[src/rtl/reader_pkg.sv]
// reader_pkg: shared defaults and FSM state encoding for the Reader scheduler.
package reader_pkg;
    localparam int DEF_NCH = 4;
    localparam int DEF_DW  = 12;
    localparam int DEF_CW  = 20;
    localparam int DEF_TMO = 16;

    typedef enum logic [2:0] {
        S_IDLE,
        S_GRANT,
        S_START,
        S_WAIT_ACC,
        S_WAIT_DONE,
        S_GAP
    } state_t;
endpackage

[src/rtl/rr_arbiter.sv]
// rr_arbiter: combinational round-robin pick, searching upward from i_ptr + 1 with wrap.
module rr_arbiter #(
    parameter int NCH = 4,
    parameter int IW  = $clog2(NCH)
) (
    input  logic [NCH-1:0] i_req,
    input  logic [IW-1:0]  i_ptr,
    output logic [NCH-1:0] o_grant,
    output logic [IW-1:0]  o_idx
);
    logic          w_found;
    logic [IW-1:0] w_c;

    always_comb begin
        o_grant = '0;
        o_idx   = '0;
        w_found = 1'b0;
        w_c     = '0;
        for (int k = 1; k <= NCH; k++) begin
            w_c = IW'((int'(i_ptr) + k) % NCH);
            if (!w_found && i_req[w_c]) begin
                w_found    = 1'b1;
                o_grant[w_c] = 1'b1;
                o_idx      = w_c;
            end
        end
    end
endmodule

[src/rtl/reader_sched.sv]
// reader_sched: round-robin sample scheduler feeding one Reader, with start timeout and inter-job gap.
module reader_sched
    import reader_pkg::*;
#(
    parameter int NCH = DEF_NCH,
    parameter int DW  = DEF_DW,
    parameter int CW  = DEF_CW,
    parameter int TMO = DEF_TMO
) (
    input  logic                    sysclk,
    input  logic                    rst_n,
    input  logic [NCH-1:0]          i_req,
    input  logic [NCH*DW-1:0]       i_ch_data,
    input  logic [CW-1:0]           i_period,
    input  logic                    i_rd_ready,
    output logic [NCH-1:0]          o_ack,
    output logic                    o_rd_start,
    output logic [DW-1:0]           o_rd_data,
    output logic [CW-1:0]           o_rd_counter,
    output logic [$clog2(NCH)-1:0]  o_rd_ch,
    output logic                    o_busy,
    output logic                    o_err
);
    localparam int IW = $clog2(NCH);
    localparam int TW = $clog2(TMO + 1);

    state_t          r_state;
    logic [IW-1:0]   r_ptr;
    logic [TW-1:0]   r_tmo;
    logic [CW-1:0]   r_gap;
    logic [NCH-1:0]  r_ack;
    logic            r_rd_start;
    logic [DW-1:0]   r_rd_data;
    logic [CW-1:0]   r_rd_counter;
    logic [IW-1:0]   r_rd_ch;
    logic            r_err;
    logic [NCH-1:0]  w_grant;
    logic [IW-1:0]   w_idx;
    logic            w_gap_done;

    rr_arbiter #(.NCH(NCH), .IW(IW)) u_arb (
        .i_req   (i_req),
        .i_ptr   (r_ptr),
        .o_grant (w_grant),
        .o_idx   (w_idx)
    );

    // The gap uses the period latched at grant, so mid-job period changes wait for the next job.
    assign w_gap_done = (&r_gap) || (r_gap + CW'(1) >= r_rd_counter);

    always_ff @(posedge sysclk) begin
        if (!rst_n) begin
            r_state      <= S_IDLE;
            r_ptr        <= IW'(NCH - 1);
            r_tmo        <= '0;
            r_gap        <= '0;
            r_ack        <= '0;
            r_rd_start   <= 1'b0;
            r_rd_data    <= '0;
            r_rd_counter <= '0;
            r_rd_ch      <= '0;
            r_err        <= 1'b0;
        end else begin
            r_ack      <= '0;
            r_rd_start <= 1'b0;
            case (r_state)
                S_IDLE: if (|i_req && i_rd_ready) begin
                    r_ack        <= w_grant;
                    r_rd_data    <= i_ch_data[w_idx*DW +: DW];
                    r_rd_ch      <= w_idx;
                    r_rd_counter <= i_period;
                    r_ptr        <= w_idx;
                    r_state      <= S_GRANT;
                end
                S_GRANT: begin
                    r_rd_start <= 1'b1;
                    r_state    <= S_START;
                end
                S_START: begin
                    r_tmo   <= TW'(1);
                    r_state <= S_WAIT_ACC;
                end
                S_WAIT_ACC: if (!i_rd_ready) begin
                    r_state <= S_WAIT_DONE;
                end else if (r_tmo == TW'(TMO - 1)) begin
                    r_err   <= 1'b1;
                    r_gap   <= '0;
                    r_state <= S_GAP;
                end else begin
                    r_tmo <= r_tmo + TW'(1);
                end
                S_WAIT_DONE: if (i_rd_ready) begin
                    r_gap   <= '0;
                    r_state <= S_GAP;
                end
                S_GAP: if (w_gap_done) r_state <= S_IDLE;
                       else r_gap <= r_gap + CW'(1);
                default: r_state <= S_IDLE;
            endcase
        end
    end

    assign o_ack        = r_ack;
    assign o_rd_start   = r_rd_start;
    assign o_rd_data    = r_rd_data;
    assign o_rd_counter = r_rd_counter;
    assign o_rd_ch      = r_rd_ch;
    assign o_busy       = (r_state != S_IDLE);
    assign o_err        = r_err;
endmodule
[config.mk]
export PLATFORM = sky130hd
export DESIGN_NAME = reader_sched
export DESIGN_NICKNAME = d
export VERILOG_FILES = /design/src/rtl/reader_pkg.sv /design/src/rtl/rr_arbiter.sv /design/src/rtl/reader_sched.sv
export SDC_FILE = /design/constraint.sdc
export NUM_CORES = 1
export LEC_CHECK = 0
export ABC_AREA = 0
export BUFFER_PORTS_ARGS = -buffer_cell sky130_fd_sc_hd__buf_2
export CORE_UTILIZATION = 55
export DETAILED_ROUTE_END_ITERATION = 10
export HOLD_SLACK_MARGIN = 0.12
export PLACE_DENSITY = 0.8
export SLEW_MARGIN = 0
export SYNTH_ARGS = -nofsm -noshare
export SYNTH_HDL_FRONTEND = slang
export SYNTH_SLANG_ARGS = --single-unit
export TNS_END_PERCENT = 10
[constraint.sdc]
create_clock -name sysclk -period 10.5 [get_ports sysclk]
set_input_delay 2.1 -clock sysclk [delete_from_list [all_inputs] [get_ports sysclk]]
set_output_delay 2.1 -clock sysclk [all_outputs]
set_load 0.02 [all_outputs]
Word level (Yosys, flattened, before mapping)
Cells that the tools add are included.
{"block": "totals", "out_inout_bits": 41, "in_bits": 75, "wordCells": 110, "ff_bits": 70}
{"block": "classes", "magnitude_cmp": 9, "mul": 1, "n_shift": 1, "muxes": 42, "n_eq_ne": 14, "bitwise_logic": 3, "addsub": 6, "n_reduce_logical": 24}
{"operator": "$mux W20", "count": 4}
{"operator": "$pmux W20 S3", "count": 1}
{"operator": "$shiftx A48 B7 Y12", "count": 1}
{"operator": "$add A20 B1 Y20 const B", "count": 1}
{"operator": "$ge A20 B20 Y1", "count": 1}
{"operator": "$reduce_and A20 Y1", "count": 1}
{"operator": "$pmux W3 S6", "count": 1}
{"operator": "$mux W4", "count": 4}
{"operator": "$mux W3", "count": 5}
{"operator": "$ne A2 B2 Y1 const B", "count": 7}
{"operator": "$lt A2 B3 Y1 const B", "count": 4}
{"operator": "$mux W1", "count": 12}
{"operator": "$or A4 B4 Y4", "count": 3}
{"operator": "$mux W5", "count": 2}
{"operator": "$pmux W5 S2", "count": 1}
{"operator": "$reduce_and A3 Y1", "count": 3}
{"operator": "$bmux W1 S2", "count": 4}
{"operator": "$demux W1 S2", "count": 4}
{"operator": "$ge A2 B1 Y1 const B", "count": 4}
{"operator": "$logic_and A1 B1 Y1", "count": 8}
{"operator": "$mux W2", "count": 4}
{"operator": "$eq A3 B2 Y1 const B", "count": 2}
{"operator": "$eq A3 B3 Y1 const B", "count": 2}
{"operator": "$reduce_bool A3 Y1", "count": 2}
{"operator": "15 further kinds", "count": 19}

Logic depth before layout (Yosys ltp)
{"block": "logic_depth", "depth_word": 15, "mapped_depth": 17, "ltp_nobuf": 14}

Cells and area by module
Synthesis repeated with hierarchy kept, for this count alone.
{"block": "unflattened", "hier_cells": 546, "hier_area_um2": 4440.5}
{"module": "reader_sched", "area_per_inst_um2": 3946.3, "seq_area_each_um2": 1401.3, "cells_per_inst": 487, "instances": 1}
{"module": "rr_arbiter", "area_per_inst_um2": 494.2, "seq_area_each_um2": 0.0, "cells_per_inst": 59, "instances": 1}

Worst setup path after synthesis
OpenSTA, ideal clock, no wires.
{"block": "synth_timing", "path_type": "in2reg", "startpoint": "input port i_req[0]", "endpoint": "register r_rd_data[10] (netlist: o_rd_data[10])", "setup_slack_ps": 6582, "stages": 9, "n_path_buf": 2, "required_time_ps": 10431, "setup_time_ps": 69, "arrival_time_ps": 3849, "path_cell_list": "mux4_2 -> nor2b_4 -> nor2_2 -> o31a_1 -> buf_6 -> buf_12 -> mux2i_1 -> mux2_4 -> o21ai_2"}
{"block": "synth_via", "elab_chain_cells": 14, "word_cells_on_any_way": 26, "cone_classes": "mul: 1; shift: 1; mux: 15; reduce/logical: 9"}
{"item": "start, declared", "line": "reader_sched.sv:12", "text": "input logic [NCH-1:0] i_req,"}
{"item": "$bmux W1 S2", "line": "rr_arbiter.sv:21", "text": "if (!w_found && i_req[w_c]) begin"}
{"item": "$mux W1 (not written as such)", "line": "rr_arbiter.sv:21"}
{"item": "$mux W1", "line": "rr_arbiter.sv:21"}
{"item": "$logic_not A1 Y1", "line": "rr_arbiter.sv:21"}
{"item": "$logic_and A1 B1 Y1", "line": "rr_arbiter.sv:21"}
{"item": "$mux W1", "line": "rr_arbiter.sv:21"}
{"item": "$logic_not A1 Y1", "line": "rr_arbiter.sv:21"}
{"item": "$logic_and A1 B1 Y1", "line": "rr_arbiter.sv:21"}
{"item": "$mux W1", "line": "rr_arbiter.sv:21"}
{"item": "$logic_not A1 Y1", "line": "rr_arbiter.sv:21"}
{"item": "$logic_and A1 B1 Y1", "line": "rr_arbiter.sv:21"}
{"item": "$mux W2", "line": "rr_arbiter.sv:21"}
{"item": "$mul A2 B2 Y4", "line": "reader_sched.sv:69", "text": "r_rd_data <= i_ch_data[w_idx*DW +: DW];"}
{"item": "$shiftx A48 B7 Y12", "line": "reader_sched.sv:69"}
{"item": "end signal, assigned", "line": "reader_sched.sv:69"}
{"item": "end, declared", "line": "reader_sched.sv:33", "text": "logic [DW-1:0] r_rd_data;"}
Several ways; a longest one is shown, not always the timed one. The select of a mux whose other input is x is not followed.
A chain may end at the register's enable or synchronous reset.

Worst setup path after layout
{"block": "layout_timing", "startpoint": "input port i_req[2]", "endpoint": "register r_ack[1] (netlist: o_ack[1])"}
{"block": "layout_via", "elab_chain_cells": 12, "word_cells_on_any_way": 27, "cone_classes": "mux: 15; bitwise: 3; reduce/logical: 9"}
{"item": "$bmux W1 S2", "line": "rr_arbiter.sv:21"}
{"item": "$mux W1 (not written as such)", "line": "rr_arbiter.sv:21"}
{"item": "$mux W1", "line": "rr_arbiter.sv:21"}
{"item": "$logic_not A1 Y1", "line": "rr_arbiter.sv:21"}
{"item": "$logic_and A1 B1 Y1", "line": "rr_arbiter.sv:21"}
{"item": "$mux W1", "line": "rr_arbiter.sv:21"}
{"item": "$logic_not A1 Y1", "line": "rr_arbiter.sv:21"}
{"item": "$logic_and A1 B1 Y1", "line": "rr_arbiter.sv:21"}
{"item": "$mux W1", "line": "rr_arbiter.sv:21"}
{"item": "$logic_not A1 Y1", "line": "rr_arbiter.sv:21"}
{"item": "$logic_and A1 B1 Y1", "line": "rr_arbiter.sv:21"}
{"item": "$mux W4", "line": "rr_arbiter.sv:21"}
{"item": "end signal, assigned", "line": "reader_sched.sv:68", "text": "r_ack <= w_grant;"}
{"item": "end, declared", "line": "reader_sched.sv:31", "text": "logic [NCH-1:0] r_ack;"}
Several ways; a longest one is shown, not always the timed one. The select of a mux whose other input is x is not followed.

==> report_table.html <==
<table>
<tr><th>Metric</th><th>Value</th></tr>
<tr><th colspan="2">CTS</th></tr>
<tr><td>CTS Root Cell</td><td>sky130_fd_sc_hd__clkbuf_8</td></tr>
<tr><td>Clock transition time at the flip-flop clock pins of the worst setup and hold paths</td><td>80 ps</td></tr>
<tr><td>CTS tree</td><td>built</td></tr>
<tr><td>Worst-skew pair later-pin latency</td><td>350 ps</td></tr>
<tr><td>Post-cts hold buffer count</td><td>0</td></tr>
<tr><td>Number of buffers added by the clock tree synthesis step</td><td>9</td></tr>
<tr><td>Number of setup buffers added after CTS</td><td>0</td></tr>
<tr><td>Clk sinks</td><td>70</td></tr>
<tr><td>Clock tree buffer depth</td><td>2</td></tr>
<tr><td>CTS H-tree lvls</td><td>3</td></tr>
<tr><td>CTS resizes</td><td>0</td></tr>
<tr><th colspan="2">Drt</th></tr>
<tr><td>Post-detailed-route count of antenna-violating nets</td><td>0</td></tr>
<tr><td>Total Wirelength</td><td>9766 um</td></tr>
<tr><td>1st-pass router iterations</td><td>4</td></tr>
<tr><td>DRC violations left</td><td>0</td></tr>
<tr><td>Drt first-iter violations</td><td>142</td></tr>
<tr><td>Wirelength per Cell</td><td>13.85 um</td></tr>
<tr><td>Number of vias in the routed layout</td><td>3861</td></tr>
<tr><td>Vias/cell</td><td>5.477</td></tr>
<tr><th colspan="2">Placement</th></tr>
<tr><td>Gpl congestion</td><td>0.8474</td></tr>
<tr><td>Post-DP Area</td><td>4945 um^2</td></tr>
<tr><td>Number of I/O port buffers</td><td>115</td></tr>
<tr><td>Cell Count Post-Placement</td><td>689</td></tr>
<tr><td>Estimated wirelength of the detail-placed design</td><td>7155 um</td></tr>
<tr><th colspan="2">Synthesis</th></tr>
<tr><td>Post-Syn Nets</td><td>607</td></tr>
<tr><td>Fraction of synthesis flops using an asynchronous set or reset pin</td><td>0%</td></tr>
<tr><td>Synth warnings</td><td>0</td></tr>
<tr><td>Synth area leaders</td><td>sky130_fd_sc_hd__dfxtp_1 (32%), sky130_fd_sc_hd__ha_1 (8.8%), sky130_fd_sc_hd__mux2i_1 (6.8%)</td></tr>
<tr><td>Synth Instances</td><td>501</td></tr>
<tr><td>Seq/Total Area, Yosys</td><td>31.73%</td></tr>
<tr><td>Count of flip-flops with a built-in enable after synthesis</td><td>0</td></tr>
<tr><td>Most common cell in the netlist</td><td>sky130_fd_sc_hd__nand2_1</td></tr>
<tr><td>Fraction of post-synthesis cell area in the top cell type by area</td><td>31.73%</td></tr>
<tr><td>Post-synthesis cell type with the largest combined area</td><td>sky130_fd_sc_hd__dfxtp_1</td></tr>
<tr><td>Commonest cells post-synth</td><td>sky130_fd_sc_hd__nand2_1 (76), sky130_fd_sc_hd__dfxtp_1 (70), sky130_fd_sc_hd__ha_1 (31)</td></tr>
<tr><td>Number of library cell types mapped by synthesis</td><td>53</td></tr>
<tr><td>Synthesized area per cell</td><td>8.816 um^2</td></tr>
<tr><td>Flip-flop and latch count after synthesis</td><td>70</td></tr>
<tr><td>Netlist Area Pre-Place</td><td>4417 um^2</td></tr>
<tr><td>Most used flip-flop cell after synthesis</td><td>sky130_fd_sc_hd__dfxtp_1</td></tr>
<tr><th colspan="2">Floorplan</th></tr>
<tr><td>Placement row count</td><td>32</td></tr>
<tr><td>Die width</td><td>91.61 um</td></tr>
<tr><td>Total die area</td><td>8392 um^2</td></tr>
<tr><td>Height of the chip</td><td>91.61 um</td></tr>
<tr><td>I/O pin count</td><td>116</td></tr>
<tr><td>Initial cell density of the core</td><td>57.16%</td></tr>
<tr><td>Standard cell core area</td><td>7727 um^2</td></tr>
<tr><th colspan="2">STA</th></tr>
<tr><td>Max_slew headroom</td><td>22.83%</td></tr>
<tr><td>Largest clock skew in the final design</td><td>9.557 ps</td></tr>
<tr><td>Worst Tran Pin Value</td><td>1155 ps</td></tr>
<tr><td>Fin. max-slew vios</td><td>0</td></tr>
<tr><td>Fin crit share</td><td>38.42%</td></tr>
<tr><td>Hold violation count in the final report</td><td>0</td></tr>
<tr><td>Final setup fails</td><td>0</td></tr>
<tr><td>Maximum achievable frequency</td><td>0.2479 GHz</td></tr>
<tr><td>Sum of negative setup slack</td><td>0 ps</td></tr>
<tr><td>Unrepaired setup endpoints after global routing</td><td>false</td></tr>
<tr><td>Shortest period the worst path allows</td><td>4034 ps</td></tr>
<tr><th colspan="2">Critical path</th></tr>
<tr><td>Launching instance or port of the critical path</td><td>i_req[2]</td></tr>
<tr><td>Max Fanout on Critical Path</td><td>27</td></tr>
<tr><td>Required @ worst endpoint</td><td>10760 ps</td></tr>
<tr><td>Worst setup EP type</td><td>flip-flop</td></tr>
<tr><td>Category of the worst setup path launch point</td><td>primary input</td></tr>
<tr><td>Type of the worst setup path</td><td>in2reg</td></tr>
<tr><td>Worst Path Arrival</td><td>4300 ps</td></tr>
<tr><td>Worst reg2reg path startpoint</td><td>r_gap[2]</td></tr>
<tr><th colspan="2">Cells and area</th></tr>
<tr><td>Post-route cell area</td><td>5177 um^2</td></tr>
<tr><td>Nets</td><td>704</td></tr>
<tr><td>Antenna cells</td><td>0</td></tr>
<tr><td>Synthesis-to-layout area growth</td><td>17.22%</td></tr>
<tr><td>Filler instances</td><td>637</td></tr>
<tr><td>Share of cells above drive strength 1</td><td>27.03%</td></tr>
<tr><td>Utilization of the core after routing</td><td>67.00%</td></tr>
<tr><td>Count of placed standard cells in the final layout, fillers left out</td><td>705</td></tr>
<tr><th colspan="2">Global route</th></tr>
<tr><td>Initial antenna violation count</td><td>0</td></tr>
<tr><td>Global route overflow</td><td>0</td></tr>
<tr><td>Global-route wire length before repair</td><td>16220 um</td></tr>
<tr><td>Global Route Usage Sum</td><td>24.07%</td></tr>
<tr><td>Maximum number of pins on one net before global-route repair</td><td>54</td></tr>
<tr><td>Number of global-route vias before repair</td><td>3651</td></tr>
<tr><th colspan="2">Power and ir drop</th></tr>
<tr><td>Maximum vdd drop</td><td>223.8 uV</td></tr>
<tr><td>Lkg Pwr</td><td>2.541 nW</td></tr>
<tr><td>Total Power</td><td>1.157 mW</td></tr>
<tr><td>Power Density</td><td>223.5 nW/um^2</td></tr>
<tr><th colspan="2">Job</th></tr>
<tr><td>Max Cap Viol</td><td>0</td></tr>
<tr><th colspan="2">Worst hold path</th></tr>
<tr><td>Class of the tightest hold or removal check</td><td>reg2reg</td></tr>
<tr><td>Worst hold start</td><td>o_rd_data[0]</td></tr>
<tr><th colspan="2">Run status</th></tr>
<tr><td>Outcome</td><td>completed</td></tr>
</table>
## layer usage
layer | GRT usage, % | vias to the layer above | share of wire (%)
li1 | - | 1950 | -
met1 | 28.88 | 1762 | 44
met2 | 41.48 | 134 | 49
met3 | 5.307 | 15 | 5.5
met4 | 9.921 | 0 | 2.0
met5 | 0 | - | 0
## placed cells by master (no fill, tap or decap), drive strengths merged, types with 2 or more instances in the layout
master	n
mux2	14
a22oi	2
and2	7
a21oi	14
nor4	2
inv	28
a221oi	3
buf	117
mux2i	30
xnor2	12
nand2	76
nor2b	7
dfxtp	70
nand4	8
nand3	24
a21boi	21
and4	4
nor3	4
a22o	15
nand3b	2
bufinv	2
clkbuf	12
xor2	9
a21o	12
mux4	4
nor2	19
nand2b	2
ha	31
and3	8
o21ai	31
o221ai	2
## flip-flops by register name (all words and copies together), names as in the netlist
name and count:
r_gap 20, r_tmo 5, o_rd_start 1, o_rd_counter 20, o_ack 4, o_rd_ch 2
r_ptr 2, r_state 3, o_err 1, o_rd_data 12
## logic make-up after synthesis
family                     Yosys count  synth area share (%)
and+or+nand+nor                    165                 18.27
AOI/OAI and AO/OA                  108                 17.20
DFF                                 70                 31.73
buffers and inverters               58                 6.600
muxes                               48                 13.26
adders and majority gates           31                 8.782
xor gates and xnor gates            21                 4.164
## where the power goes
part	leakage, nW	internal [mW]	switching (mW)	total, mW
sequential	0.570	0.310	0.0454	0.356
clock	0.117	0.148	0.106	0.254
combinational	1.85	0.248	0.299	0.547
total	2.54	0.707	0.450	1.16
## worst paths after layout
path | end | slack [ps] | cells after the start
worst max-delay path | o_ack[1] | 6470 | 6
worst min-delay path | o_rd_data[0] | 460 | 2
worst max register to register | r_gap[0] | 6470 | 15
worst min register to register | o_rd_data[0] | 460 | 2
## critical path, cell delays in order
cell	delay [ps]
sky130_fd_sc_hd__buf_2	150
sky130_fd_sc_hd__nor2_1	80
sky130_fd_sc_hd__a21oi_1	200
sky130_fd_sc_hd__and2_1	820
sky130_fd_sc_hd__nand2_1	650
sky130_fd_sc_hd__a21oi_1	290
## layout make-up
type | count | area (um^2) | area share (%)
flip-flops and latches | 70 | 1401 | 27.07
multi-input cells | 373 | 2724 | 52.61
clock buffers | 12 | 155.1 | 2.997
well taps | 102 | 127.6 | 2.465
inverters | 27 | 101.3 | 1.957
repair buffers | 117 | 590.6 | 11.41
clock inverters | 4 | 77.57 | 1.498
## metrics by stage
| stage | hold slack (ps) | worst slack (ps) |
|---|---|---|
| floorplan | 460.7 | 6582 |
| global placement | 442.2 | 6236 |
| detailed placement | 454.9 | 6047 |
| CTS | 465.7 | 6428 |
| global route | 480.7 | 6120 |
| finish | 461.2 | 6466 |
Note: power is estimated with default switching activity, not from simulation.
